File: src/rtl/adc_lvds_capture.sv
// adc_lvds_capture
//   Conversion sequencer and deserializer for the eight-lane LVDS ADC front
//   end. It strobes CNV_n, waits out the conversion time, clocks SAMPLE_BITS
//   SCK periods while shifting in every SDO lane MSB first, then writes one
//   packed word per conversion into the acquisition FIFO.
//
//   Optional build macro: ADC_TEST_PATTERN_EN. When it is defined and
//   i_debug_en is high at push time, lane k carries {k[3:0], index[11:0]}
//   instead of captured data.
//
// Ports
//   clk, rst_n        MIG ui clock; synchronous active-low reset
//   i_start           one-cycle start pulse; accepted only in idle with i_calib_done
//   i_samples_count   conversions per run, latched at start
//   i_calib_done      DDR3 calibration complete
//   i_debug_en        test-pattern select (pattern build only)
//   i_fifo_full       FIFO full; sampled only at push time
//   o_ADC_CNV_n       convert strobe, active low, 4 identical bits
//   o_ADC_SCK         serial clock, 4 identical bits
//   i_ADC_SDO         serial data, one bit per lane
//   o_data            packed word, lane k at [SB*k +: SB]
//   o_rdy             one-cycle FIFO write enable, aligned with o_data
//   o_busy            high from accepted start until finish
//   o_finished        one-cycle end-of-run pulse
//   o_overflow        sticky: a word was dropped because the FIFO was full

// Per-lane MSB-first shift register.
module adc_lvds_lane #(
  parameter int SAMPLE_BITS = 16
) (
  input  logic                   clk,
  input  logic                   rst_n,
  input  logic                   i_shift,
  input  logic                   i_sdo,
  output logic [SAMPLE_BITS-1:0] o_sr
);
  logic [SAMPLE_BITS-1:0] r_sr;

  always_ff @(posedge clk) begin
    if (!rst_n)       r_sr <= '0;
    else if (i_shift) r_sr <= {r_sr[SAMPLE_BITS-2:0], i_sdo};
  end

  assign o_sr = r_sr;
endmodule

module adc_lvds_capture #(
  parameter int N_LANES     = 8,
  parameter int SAMPLE_BITS = 16,
  parameter int SCK_DIV     = 2,
  parameter int T_CNV       = 4,
  parameter int T_CONV      = 60
) (
  input  logic                           clk,
  input  logic                           rst_n,
  input  logic                           i_start,
  input  logic [31:0]                    i_samples_count,
  input  logic                           i_calib_done,
  input  logic                           i_debug_en,
  input  logic                           i_fifo_full,
  output logic [3:0]                     o_ADC_CNV_n,
  output logic [3:0]                     o_ADC_SCK,
  input  logic [N_LANES-1:0]             i_ADC_SDO,
  output logic [N_LANES*SAMPLE_BITS-1:0] o_data,
  output logic                           o_rdy,
  output logic                           o_busy,
  output logic                           o_finished,
  output logic                           o_overflow
);
  localparam int BW = (SAMPLE_BITS > 1) ? $clog2(SAMPLE_BITS) : 1;
  localparam logic [31:0]   CNV_LAST  = 32'(T_CNV - 1);
  localparam logic [31:0]   CONV_LAST = 32'(T_CONV - 1);
  localparam logic [31:0]   HALF_LAST = 32'(SCK_DIV - 1);
  localparam logic [BW-1:0] BIT_LAST  = BW'(SAMPLE_BITS - 1);

  typedef enum logic [2:0] {S_IDLE, S_CNV, S_WAIT, S_SHIFT, S_PUSH, S_DONE} state_t;

  state_t r_state, w_next;

  logic        r_cnv_n, r_sck, r_rdy, r_busy, r_fin, r_ovf;
  logic [31:0] r_cnt;        // cycles in CNV/WAIT, half-period cycles in SHIFT
  logic [BW-1:0] r_bit;      // falling SCK edges seen in this conversion
  logic [31:0] r_remaining;
  logic [31:0] r_idx;
  logic [N_LANES-1:0][SAMPLE_BITS-1:0] r_data, w_sr, w_word;

  logic w_accept, w_half_end, w_fall;

  assign w_accept   = i_start && i_calib_done;
  assign w_half_end = (r_cnt == HALF_LAST);
  // The edge that takes SCK high->low is also the SDO sampling edge.
  assign w_fall     = (r_state == S_SHIFT) && r_sck && w_half_end;

  // Next-state logic
  always_comb begin
    w_next = r_state;
    case (r_state)
      S_IDLE:  if (w_accept) w_next = (i_samples_count == 32'd0) ? S_DONE : S_CNV;
      S_CNV:   if (r_cnt == CNV_LAST)  w_next = S_WAIT;
      S_WAIT:  if (r_cnt == CONV_LAST) w_next = S_SHIFT;
      S_SHIFT: if (w_fall && (r_bit == BIT_LAST)) w_next = S_PUSH;
      S_PUSH:  w_next = (r_remaining <= 32'd1) ? S_DONE : S_CNV;
      S_DONE:  w_next = S_IDLE;
      default: w_next = S_IDLE;
    endcase
  end

  always_ff @(posedge clk) begin
    if (!rst_n) r_state <= S_IDLE;
    else        r_state <= w_next;
  end

  // Lane shift registers and push-word selection
  for (genvar k = 0; k < N_LANES; k++) begin : g_lane
    adc_lvds_lane #(.SAMPLE_BITS(SAMPLE_BITS)) u_lane (
      .clk     (clk),
      .rst_n   (rst_n),
      .i_shift (w_fall),
      .i_sdo   (i_ADC_SDO[k]),
      .o_sr    (w_sr[k])
    );
`ifdef ADC_TEST_PATTERN_EN
    localparam logic [3:0] LANE_ID = 4'(k);
    assign w_word[k] = i_debug_en ? SAMPLE_BITS'({LANE_ID, r_idx[11:0]}) : w_sr[k];
`else
    assign w_word[k] = w_sr[k];
`endif
  end

`ifndef ADC_TEST_PATTERN_EN
  logic w_unused_dbg;
  assign w_unused_dbg = i_debug_en;
`endif

  // Datapath; pad outputs are registered off the next state so they line
  // up exactly with the state they belong to.
  always_ff @(posedge clk) begin
    if (!rst_n) begin
      r_cnv_n     <= 1'b1;
      r_sck       <= 1'b0;
      r_cnt       <= '0;
      r_bit       <= '0;
      r_remaining <= '0;
      r_idx       <= '0;
      r_data      <= '0;
      r_rdy       <= 1'b0;
      r_busy      <= 1'b0;
      r_fin       <= 1'b0;
      r_ovf       <= 1'b0;
    end else begin
      r_cnv_n <= (w_next != S_CNV);
      r_rdy   <= 1'b0;
      r_fin   <= 1'b0;

      if ((w_next != r_state) || ((r_state == S_SHIFT) && w_half_end))
        r_cnt <= '0;
      else if (r_state inside {S_CNV, S_WAIT, S_SHIFT})
        r_cnt <= r_cnt + 32'd1;

      case (r_state)
        S_IDLE: if (w_accept) begin
          r_remaining <= i_samples_count;
          r_idx       <= '0;
          r_ovf       <= 1'b0;
          r_busy      <= 1'b1;
        end
        S_WAIT: begin
          r_bit <= '0;
          r_sck <= 1'b0;
        end
        S_SHIFT: begin
          if (w_half_end) r_sck <= ~r_sck;
          if (w_fall)     r_bit <= r_bit + BW'(1);
        end
        S_PUSH: begin
          if (!i_fifo_full) begin
            r_data <= w_word;
            r_rdy  <= 1'b1;
          end else begin
            r_ovf  <= 1'b1;
          end
          if (r_remaining != 32'd0) r_remaining <= r_remaining - 32'd1;
          r_idx <= r_idx + 32'd1;
        end
        S_DONE: begin
          r_busy <= 1'b0;
          r_fin  <= 1'b1;
        end
        default: ;
      endcase
    end
  end

  assign o_ADC_CNV_n = {4{r_cnv_n}};
  assign o_ADC_SCK   = {4{r_sck}};
  assign o_data      = r_data;
  assign o_rdy       = r_rdy;
  assign o_busy      = r_busy;
  assign o_finished  = r_fin;
  assign o_overflow  = r_ovf;
endmodule

File: config.mk
export PLATFORM = sky130hd
export DESIGN_NAME = adc_lvds_capture
export DESIGN_NICKNAME = d
export VERILOG_FILES = /design/src/rtl/adc_lvds_capture.sv
export SDC_FILE = /design/constraint.sdc
export NUM_CORES = 1
export LEC_CHECK = 0
export CAP_MARGIN = 20
export CORE_MARGIN = 4
export CORE_UTILIZATION = 40
export DETAILED_ROUTE_END_ITERATION = 7
export GPL_ROUTABILITY_DRIVEN = 0
export PLACE_DENSITY_LB_ADDON = 0.12
export SLEW_MARGIN = 20
export SYNTH_ARGS = -nofsm -noshare
export SYNTH_HDL_FRONTEND = slang
export SYNTH_SLANG_ARGS = --single-unit
File: constraint.sdc
create_clock -name clk -period 4.2 [get_ports clk]
set_clock_uncertainty 0.05 [all_clocks]
set_input_delay 0.84 -clock clk [delete_from_list [all_inputs] [get_ports clk]]
set_output_delay 0.84 -clock clk [all_outputs]
set_load 0.03 [all_outputs]
==> results.json, run 1 <==
{
  "critPathLaunch": "r_remaining[26]$_SDFFE_PN0P_",
  "swShare_pct": 22.5,
  "synthCells": 1677,
  "synthTopCellsByArea": "dfxtp_1 (51%), nand2_1 (16%), a21oi_1 (11%)",
  "grt_max_degree": 163,
  "multi_input_area_mm2": 0.00583,
  "dpl.hpwl_um": 20200,
  "nNetsFinal": 1849,
  "grt_pass1_vias": 10900,
  "die_w_um": 189,
  "worst_pin_slew_ns": 1.05,
  "synth_warnings": 0,
  "antenna_found_initial": 0,
  "synth_top_cell_by_area": "dfxtp_1",
  "status": "finished, final reports clean",
  "clock_sinks": 333,
  "post_cts_buffers": 0,
  "clk_path_buf_depth": 3,
  "cp.required_ns": 4.59,
  "fin_crit_ns": 2.86,
  "cts.clk_slew.worst_paths_ns": 0.06,
  "pwr-share-seq_pct": 47.4,
  "vias": 11300,
  "fillers": 3175,
  "drc": 0,
  "via_per_inst": 5.02,
  "clkPwrFrac_pct": 47.4,
  "ys_seq_area_share_pct": 51.1,
  "hold_buffers": 0,
  "netlist_area_mm2": 0.0130,
  "ys_types": 66,
  "ctsResizeCount": 0,
  "power_frac_comb_pct": 5.2,
  "io_pins": 186,
  "layout-drive-gt1-share_pct": 5.37,
  "antennaDiodeCount": 0,
  "grt_first_pass_wirelength_um": 54800,
  "cp.arrival_ns": 3.24,
  "tritoncts": "done",
  "rsz0062_at_grt": "false",
  "async_flop_share_pct": 0,
  "hold_viol": 0,
  "internal-power_uw": 5260,
  "synth_area_per_cell_um2": 7.77,
  "die_y_um": 189,
  "irDropWorstVdd_mv": 0.266,
  "start_util_pct": 40.9,
  "instances_no_fill": 2260,
  "drtIter0Drc": 687,
  "io_buffers": 184,
  "endpoint_kind": "flop",
  "synth_edf_count": 0,
  "drv_slew": 0,
  "path_max_fanout": 32,
  "critical_path_buf_inv_count": 1,
  "h-tree-depth": 2,
  "dr.pass1.iters": 5,
  "hold_path_class": "flop to flop",
  "cts_root_buf": "clkbuf_16",
  "start_kind": "flop",
  "path_class": "flop to flop",
  "clkLatencyLatePin_ns": 0.52,
  "fp-row-count": 65,
  "cts_buffers": 36,
  "grt.total_usage_pct": 17.9,
  "routedWlPerCell_um": 14.5,
  "ys.flop_type": "dfxtp_1",
  "cap_violations": 0,
  "setup_viol": 0,
  "synth.top_cell.area_share_pct": 51.1,
  "cp_slowest_stage_delay_ns": 0.63,
  "syn_to_final_growth_pct": 25.6,
  "design.core.area_mm2": 0.0319,
  "dieArea_mm2": 0.0355,
  "crit_slowest_cell": "or4_1",
  "relSlewSlack_pct": 30.0,
  "synth_fp_nets": 1728,
  "r2r_start": "r_remaining[26]$_SDFFE_PN0P_",
  "synth_seq_cells": 333,
  "drtAntennaViolNets": 0,
  "hold_start": "o_data[119]$_SDFFE_PN0P_",
  "fin_tns_setup_ns": 0,
  "path_cells": "or4_1 -> nor3_1 -> nand2_1 -> nor4b_2 -> o211ai_1 -> buf_4 -> a211oi_1",
  "grt_overflow": 0,
  "seqCellArea_mm2": 0.00667,
  "p_switching_uw": 1520,
  "path_delay_family": "simple AND/OR/NAND/NOR gates",
  "drt-total-wl_um": 32700,
  "max_freq_mhz": 350,
  "period_share_pct": 68.0,
  "powerDensity_mw_per_mm2": 414,
  "dp.cells": 2195,
  "leakage_uw": 0.00538
}
cell usage after synthesis (all sizes together) (8+ instances only):
cell	n
clkbuf	94
nor2	88
o21ai	27
nand3	27
nand4	18
nor4	24
a31oi	9
xor2	23
inv	11
and3	8
xnor2	9
nand2	568
dfxtp	333
a21oi	296
buf	28
nor3	21
routing by layer:
layer / wire, µm / GRT usage [%] / part of all wire (%)
met3: 2090 / 4.72 / 6.4
met5: 0 / 0 / 0
met2: 14900 / 29.4 / 46
met1: 15000 / 23.6 / 46
met4: 694 / 4.82 / 2.1
logic make-up (layout without fill, tap and decap cells):
group / count (synthesis) / count (layout) / synth area share (%)
mux: 2 / 2 / 0.163
fa+ha+maj: 5 / 5 / 0.480
simple gates: 788 / 788 / 25.5
buf+inv: 134 / 282 / 4.28
xor+xnor: 32 / 32 / 2.15
compound gates: 383 / 383 / 16.2
flops: 333 / 333 / 51.1
worst reg2reg max path, delay by kind of cell (launching register included):
family	cells	cell delay, ns
simple gates	4	1.72
compound gates	2	0.39
buf+inv	1	0.25
flops	1	0.36
flip-flops by register name, indices dropped and copies added (netlist names):
| name | flops |
|---|---|
| g_lane.u_lane.o_sr | 128 |
| o_busy | 1 |
| o_data | 128 |
| o_finished | 1 |
| o_overflow | 1 |
| o_rdy | 1 |
| r_bit | 4 |
| r_cnt | 32 |
| r_cnv_n | 1 |
| r_remaining | 32 |
| r_sck | 1 |
| r_state | 3 |
path summary, 6_finish.rpt:
| kind | end | slack [ns] | cells after the start |
|---|---|---|---|
| worst max-delay path | r_cnt[1]$_SDFFE_PP0P_ | 1.34 | 7 |
| worst min-delay path | o_data[119]$_SDFFE_PN0P_ | 0.40 | 2 |
| worst max register to register | r_cnt[1]$_SDFFE_PP0P_ | 1.34 | 7 |
| worst min register to register | o_data[119]$_SDFFE_PN0P_ | 0.40 | 2 |
power groups by stage:
stage | registers [µW] | logic [µW] | clock network (µW)
detailed placement | 3280 | 354 | 0
CTS | 3210 | 356 | 3310
finish | 3210 | 356 | 3210
global route | 3220 | 392 | 3440
floorplan | 3280 | 237 | 0
global placement | 3280 | 353 | 0
cell type report:
class,count,share of cell area [%]
Clock inverter,11,0.978
Multi-Input combinational cell,1210,35.6
Inverter,12,0.321
Clock buffer,54,6.46
Sequential cell,333,40.7
Tap cell,435,3.32
Timing Repair Buffer,205,12.6
cells in the final DEF (no fill, tap or decap), types with 10 or more instances in the layout:
master	instances
xor2_1	23
inv_1	11
nand2_1	568
a21oi_1	296
nor2_1	87
o21ai_1	17
dfxtp_1	333
nor4_1	21
o21ai_0	10
buf_4	16
nand3_1	27
clkbuf_16	36
clkdlybuf4s50_1	184
nand4_1	18
nor3_1	19
through the flow:
stage	total power [µW]	cell area (µm²)	hold slack, ns	utilization [%]	worst slack, ns
after detailed placement	3640	15200	0.396	47.5	0.901
after global placement	3630	15200	0.390	47.5	0.963
after CTS	6870	16400	0.404	51.4	1.35
final	6780	16400	0.401	51.4	1.34
after floorplan	3510	13000	0.382	-	1.79
after global routing	7040	16400	0.421	51.4	1.14
Note: power is estimated with default switching activity, not from simulation.
==> run 2: changes to the inputs <==
==> constraint.sdc (replaced) <==
create_clock -name clk -period 2.85 [get_ports clk]
set_clock_uncertainty 0.05 [all_clocks]
set_input_delay 0.57 -clock clk [delete_from_list [all_inputs] [get_ports clk]]
set_output_delay 0.57 -clock clk [all_outputs]
set_load 0.03 [all_outputs]
==> run 2 against run 1 <==
Net effect: worst hold slack lost 0.0025 ns; wire length grew 0.96%; power grew 50%; worst setup slack lost 1.2 ns; first-iteration DRC count shrank 0.73%; non-clock buffer count grew 12; clock power grew 53%; flip-flop and latch count is the same; fmax grew 7.3%; sequential power grew 48%; cell count grew 0.71%; via count grew 2.2%.
==> results.json, run 2 (synthesized netlist as in run 1, its figures left out) <==
{
  "drtAntennaViolNets": 0,
  "syn_to_final_growth_pct": 27.3,
  "vias": 11600,
  "die_y_um": 189,
  "cp.arrival_ns": 3.03,
  "drc": 0,
  "cts.clk_slew.worst_paths_ns": 0.05,
  "grt_util_met2_pct": 29.1,
  "drv_slew": 0,
  "multi_input_area_mm2": 0.00583,
  "path_max_fanout": 32,
  "nNetsFinal": 1863,
  "hold_path_class": "flop to flop",
  "fp-row-count": 65,
  "irDropWorstVdd_mv": 0.470,
  "start_util_pct": 40.9,
  "rsz0062_at_grt": "false",
  "grt_overflow": 0,
  "pre_cts_slack_ns": -0.0564,
  "start_kind": "flop",
  "top_usage_layer": "met2",
  "layout-drive-gt1-share_pct": 6.08,
  "max_freq_mhz": 376,
  "hold_viol": 0,
  "relSlewSlack_pct": 50.2,
  "endpoint_kind": "flop",
  "grt_max_degree": 153,
  "cts_root_buf": "clkbuf_16",
  "total_power_uw": 10200,
  "path_class": "flop to flop",
  "leakage_uw": 0.00548,
  "clk_path_buf_depth": 3,
  "tritoncts": "done",
  "dieArea_mm2": 0.0355,
  "fin_crit_ns": 2.66,
  "setup_ws_ns": 0.190,
  "h-tree-depth": 2,
  "fillers": 3150,
  "cp.required_ns": 3.22,
  "dr.pass1.iters": 5,
  "antennaDiodeCount": 0,
  "worst_pin_slew_ns": 0.746,
  "drt-total-wl_um": 33000,
  "io_buffers": 184,
  "antenna_found_initial": 0,
  "powerDensity_mw_per_mm2": 614,
  "rrSetupSlack_ns": 0.19,
  "clock_sinks": 333,
  "status": "finished, final reports clean",
  "drtIter0Drc": 682,
  "final_common_cell": "nand2_1",
  "grt_first_pass_wirelength_um": 54000,
  "die_w_um": 189,
  "grt_util_met1_pct": 23.2,
  "routedWlPerCell_um": 14.5,
  "cts_buffers": 38,
  "period_share_pct": 93.3,
  "grtUsageMet3_pct": 4.41,
  "setup_viol": 0,
  "design.core.area_mm2": 0.0319,
  "clkLatencyLatePin_ns": 0.52,
  "mostFrequentLayoutCells": "nand2_1 (568), dfxtp_1 (333), a21oi_1 (296)",
  "io_pins": 186,
  "fin_tns_setup_ns": 0,
  "hold_buffers": 0,
  "cap_violations": 0,
  "seqCellArea_mm2": 0.00667,
  "via_per_inst": 5.09,
  "grt_pass1_vias": 10900,
  "dpl.hpwl_um": 20500,
  "grt.total_usage_pct": 17.6
}
[run 2: cell count changes in the layout (fill, tap and decap cells not counted), sizes merged]
cell,change
buf,+12
clkinvlp,+3
clkbuf,+2
clkinv,-2
bufinv,+1
[run 2: worst max-delay path: stages (launching register included)]
cell      delay, ns
dfxtp_1        0.35
or4_1          0.65
nor4_2         0.34
nand2_1        0.18
nor4b_2        0.39
o211ai_1       0.20
buf_12         0.20
a211oi_1       0.20
[run 2: final cells by class]
class | count | share of cell area [%]
Inverter | 12 | 0.317
Tap cell | 435 | 3.28
Multi-Input combinational cell | 1210 | 35.1
Clock inverter | 13 | 1.15
Timing Repair Buffer | 217 | 13.4
Sequential cell | 333 | 40.2
Clock buffer | 56 | 6.56
[run 2: timing repair]
action,in CTS,in global routing
resized for setup,0,1
setup buffers,0,0
setup endpoints to repair,0,9
[run 2: per-layer routing]
metal	up-vias	part of all wire, %
li1	5895	-
met1	5380	46
met2	267	45
met3	48	6.4
met4	0	2.2
met5	-	0
[run 2: path summary, 6_finish.rpt]
path | cells past startpoint | endpoint | start
setup / recovery | 7 | r_cnt[1]$_SDFFE_PP0P_ | r_remaining[20]$_SDFFE_PN0P_
hold / removal | 2 | o_data[27]$_SDFFE_PN0P_ | o_data[27]$_SDFFE_PN0P_
setup reg to reg | 7 | r_cnt[1]$_SDFFE_PP0P_ | r_remaining[20]$_SDFFE_PN0P_
hold reg to reg | 2 | o_data[27]$_SDFFE_PN0P_ | o_data[27]$_SDFFE_PN0P_
[run 2: stage by stage]
step	util [%]	hold WS, ns	cell area, µm²	std cells
floorplan	-	0.382	13000	1677
global placement	48.0	0.390	15300	2207
detailed placement	48.0	0.395	15300	2207
CTS	52.0	0.404	16600	2276
global route	52.0	0.422	16600	2276
finish	52.0	0.399	16600	2276
[run 2: report_power, final]
group,internal (µW),switching (µW),total (µW)
logic,218,335,553
registers,4690,43.6,4740
clock network,3020,1880,4900
==> run 3: changes to the inputs <==
--- a/config.mk
+++ b/config.mk
@@ -6,7 +6,7 @@
 export NUM_CORES = 1
 export LEC_CHECK = 0
 export CAP_MARGIN = 20
-export CORE_MARGIN = 4
+export CORE_MARGIN = 2
 export CORE_UTILIZATION = 40
 export DETAILED_ROUTE_END_ITERATION = 7
 export GPL_ROUTABILITY_DRIVEN = 0
==> run 3 against run 2 <==
Net effect: sequential power is essentially flat; first-iteration DRC count grew 10%; sequential share of layout area grew 0.10 points; critical path depth is the same; flip-flop and latch count is the same; core utilization shrank 0.79 points; worst setup slack lost 0.095 ns; highest routed layer unchanged; clock power shrank 6.7%; global-route usage grew 1.2 points; via count shrank 0.41%.
==> results.json, run 3 (synthesized netlist as in run 1, its figures left out) <==
{
  "hold_buffers": 0,
  "status": "finished, final reports clean",
  "grt_util_met2_pct": 29.5,
  "grt.total_usage_pct": 18.8,
  "cts.clk_slew.worst_paths_ns": 0.06,
  "crit_slowest_cell": "or4_1",
  "via_per_inst": 5.06,
  "worst_pin_slew_ns": 0.590,
  "die_y_um": 185,
  "cts_root_buf": "clkbuf_16",
  "h-tree-depth": 2,
  "drtAntennaViolNets": 0,
  "antenna_found_initial": 0,
  "path_cells": "or4_1 -> nor4_2 -> nand2_1 -> nor4b_2 -> o211ai_1 -> buf_12 -> a211oi_1",
  "fin_tns_setup_ns": 0,
  "dr.pass1.iters": 5,
  "fillers": 3191,
  "tritoncts": "done",
  "fin_crit_ns": 2.76,
  "syn_to_final_growth_pct": 27.0,
  "period_share_pct": 96.7,
  "drc": 0,
  "post_cts_buffers": 0,
  "cts_buffers": 36,
  "cp_slowest_stage_delay_ns": 0.65,
  "setup_viol": 0,
  "hold_viol": 0,
  "fp-row-count": 66,
  "io_buffers": 184,
  "grt_pass1_vias": 10600,
  "dieArea_mm2": 0.0341,
  "instances_no_fill": 2282,
  "clk_path_buf_depth": 3,
  "start_util_pct": 40.4,
  "total_power_uw": 9860,
  "final_common_cell": "nand2_1",
  "antennaDiodeCount": 0,
  "drt-total-wl_um": 32600,
  "path_max_fanout": 32,
  "final_util_pct": 51.3,
  "vias": 11500,
  "leakage_uw": 0.00546,
  "drtIter0Drc": 752,
  "grtUsageMet3_pct": 4.31,
  "io_pins": 186,
  "max_freq_mhz": 363,
  "cap_violations": 0,
  "endpoint_kind": "flop",
  "clock_sinks": 333,
  "drv_slew": 0,
  "start_kind": "flop",
  "ctsResizeCount": 0,
  "nNetsFinal": 1864,
  "dpl.hpwl_um": 20100,
  "layout-drive-gt1-share_pct": 6.14,
  "irDropWorstVdd_mv": 0.435,
  "dp.cells": 2217,
  "path_class": "flop to flop",
  "powerDensity_mw_per_mm2": 596,
  "cp.arrival_ns": 3.15,
  "grt_max_degree": 113,
  "hold_path_class": "flop to flop",
  "grt_overflow": 0,
  "routedWlPerCell_um": 14.3,
  "relSlewSlack_pct": 60.3,
  "die_w_um": 185,
  "rsz0062_at_grt": "false",
  "clkLatencyLatePin_ns": 0.52,
  "mostFrequentLayoutCells": "nand2_1 (568), dfxtp_1 (333), a21oi_1 (296)",
  "design.core.area_mm2": 0.0323,
  "grt_util_met1_pct": 26.0,
  "top_usage_layer": "met2",
  "grt_first_pass_wirelength_um": 53600,
  "cp.required_ns": 3.24
}
run 3: changes by cell type in the layout (fill, tap and decap cells not counted), sizes merged:
cell,before,now
buf,33,36
bufinv,4,1
clkinvlp,3,2
clkbuf,56,54
clkinv,4,6
run 3: metrics by stage:
| stage | hold slack, ns | setup WS [ns] | area, µm² |
|---|---|---|---|
| detailed placement | 0.392 | 0.0628 | 15400 |
| floorplan | 0.382 | 0.440 | 13000 |
| global placement | 0.389 | 0.0378 | 15400 |
| CTS | 0.403 | 0.153 | 16500 |
| finish | 0.401 | 0.0944 | 16500 |
| global route | 0.413 | 0.00265 | 16500 |
run 3: cell type report:
class	instances	area, µm²	area share (%)
clock inverters	11	115	0.696
clock buffers	54	1060	6.40
flip-flops and latches	333	6670	40.3
repair buffers	220	2270	13.7
multi-input cells	1210	5830	35.2
inverters	12	52.6	0.318
well taps	442	553	3.34
run 3: metal layers:
metal	vias up	wire length [µm]
met5	-	0
met4	0	715
met3	52	1950
met2	269	14500
met1	5327	15400
li1	5895	-
run 3: power by group:
group | switching (µW) | internal, µW | leakage [µW]
clock | 1880 | 2680 | 0.000574
sequential | 43.8 | 4690 | 0.00269
combinational | 337 | 223 | 0.00220
run 3: critical path: cells and delay by family, from the launching register on:
family | cells | cell delay [ns]
and+or+nand+nor | 4 | 1.63
AOI/OAI and AO/OA | 2 | 0.42
DFF | 1 | 0.36
buffers and inverters | 1 | 0.21
run 3: path summary, 6_finish.rpt:
check	from	endpoint	slack (ns)	cells past startpoint
setup / recovery	r_remaining[20]$_SDFFE_PN0P_	r_cnt[1]$_SDFFE_PP0P_	0.09	7
hold / removal	g_lane[5].u_lane.o_sr[15]$_SDFFE_PN0P_	o_data[95]$_SDFFE_PN0P_	0.40	2
setup reg to reg	r_remaining[20]$_SDFFE_PN0P_	r_cnt[1]$_SDFFE_PP0P_	0.09	7
hold reg to reg	g_lane[5].u_lane.o_sr[15]$_SDFFE_PN0P_	o_data[95]$_SDFFE_PN0P_	0.40	2
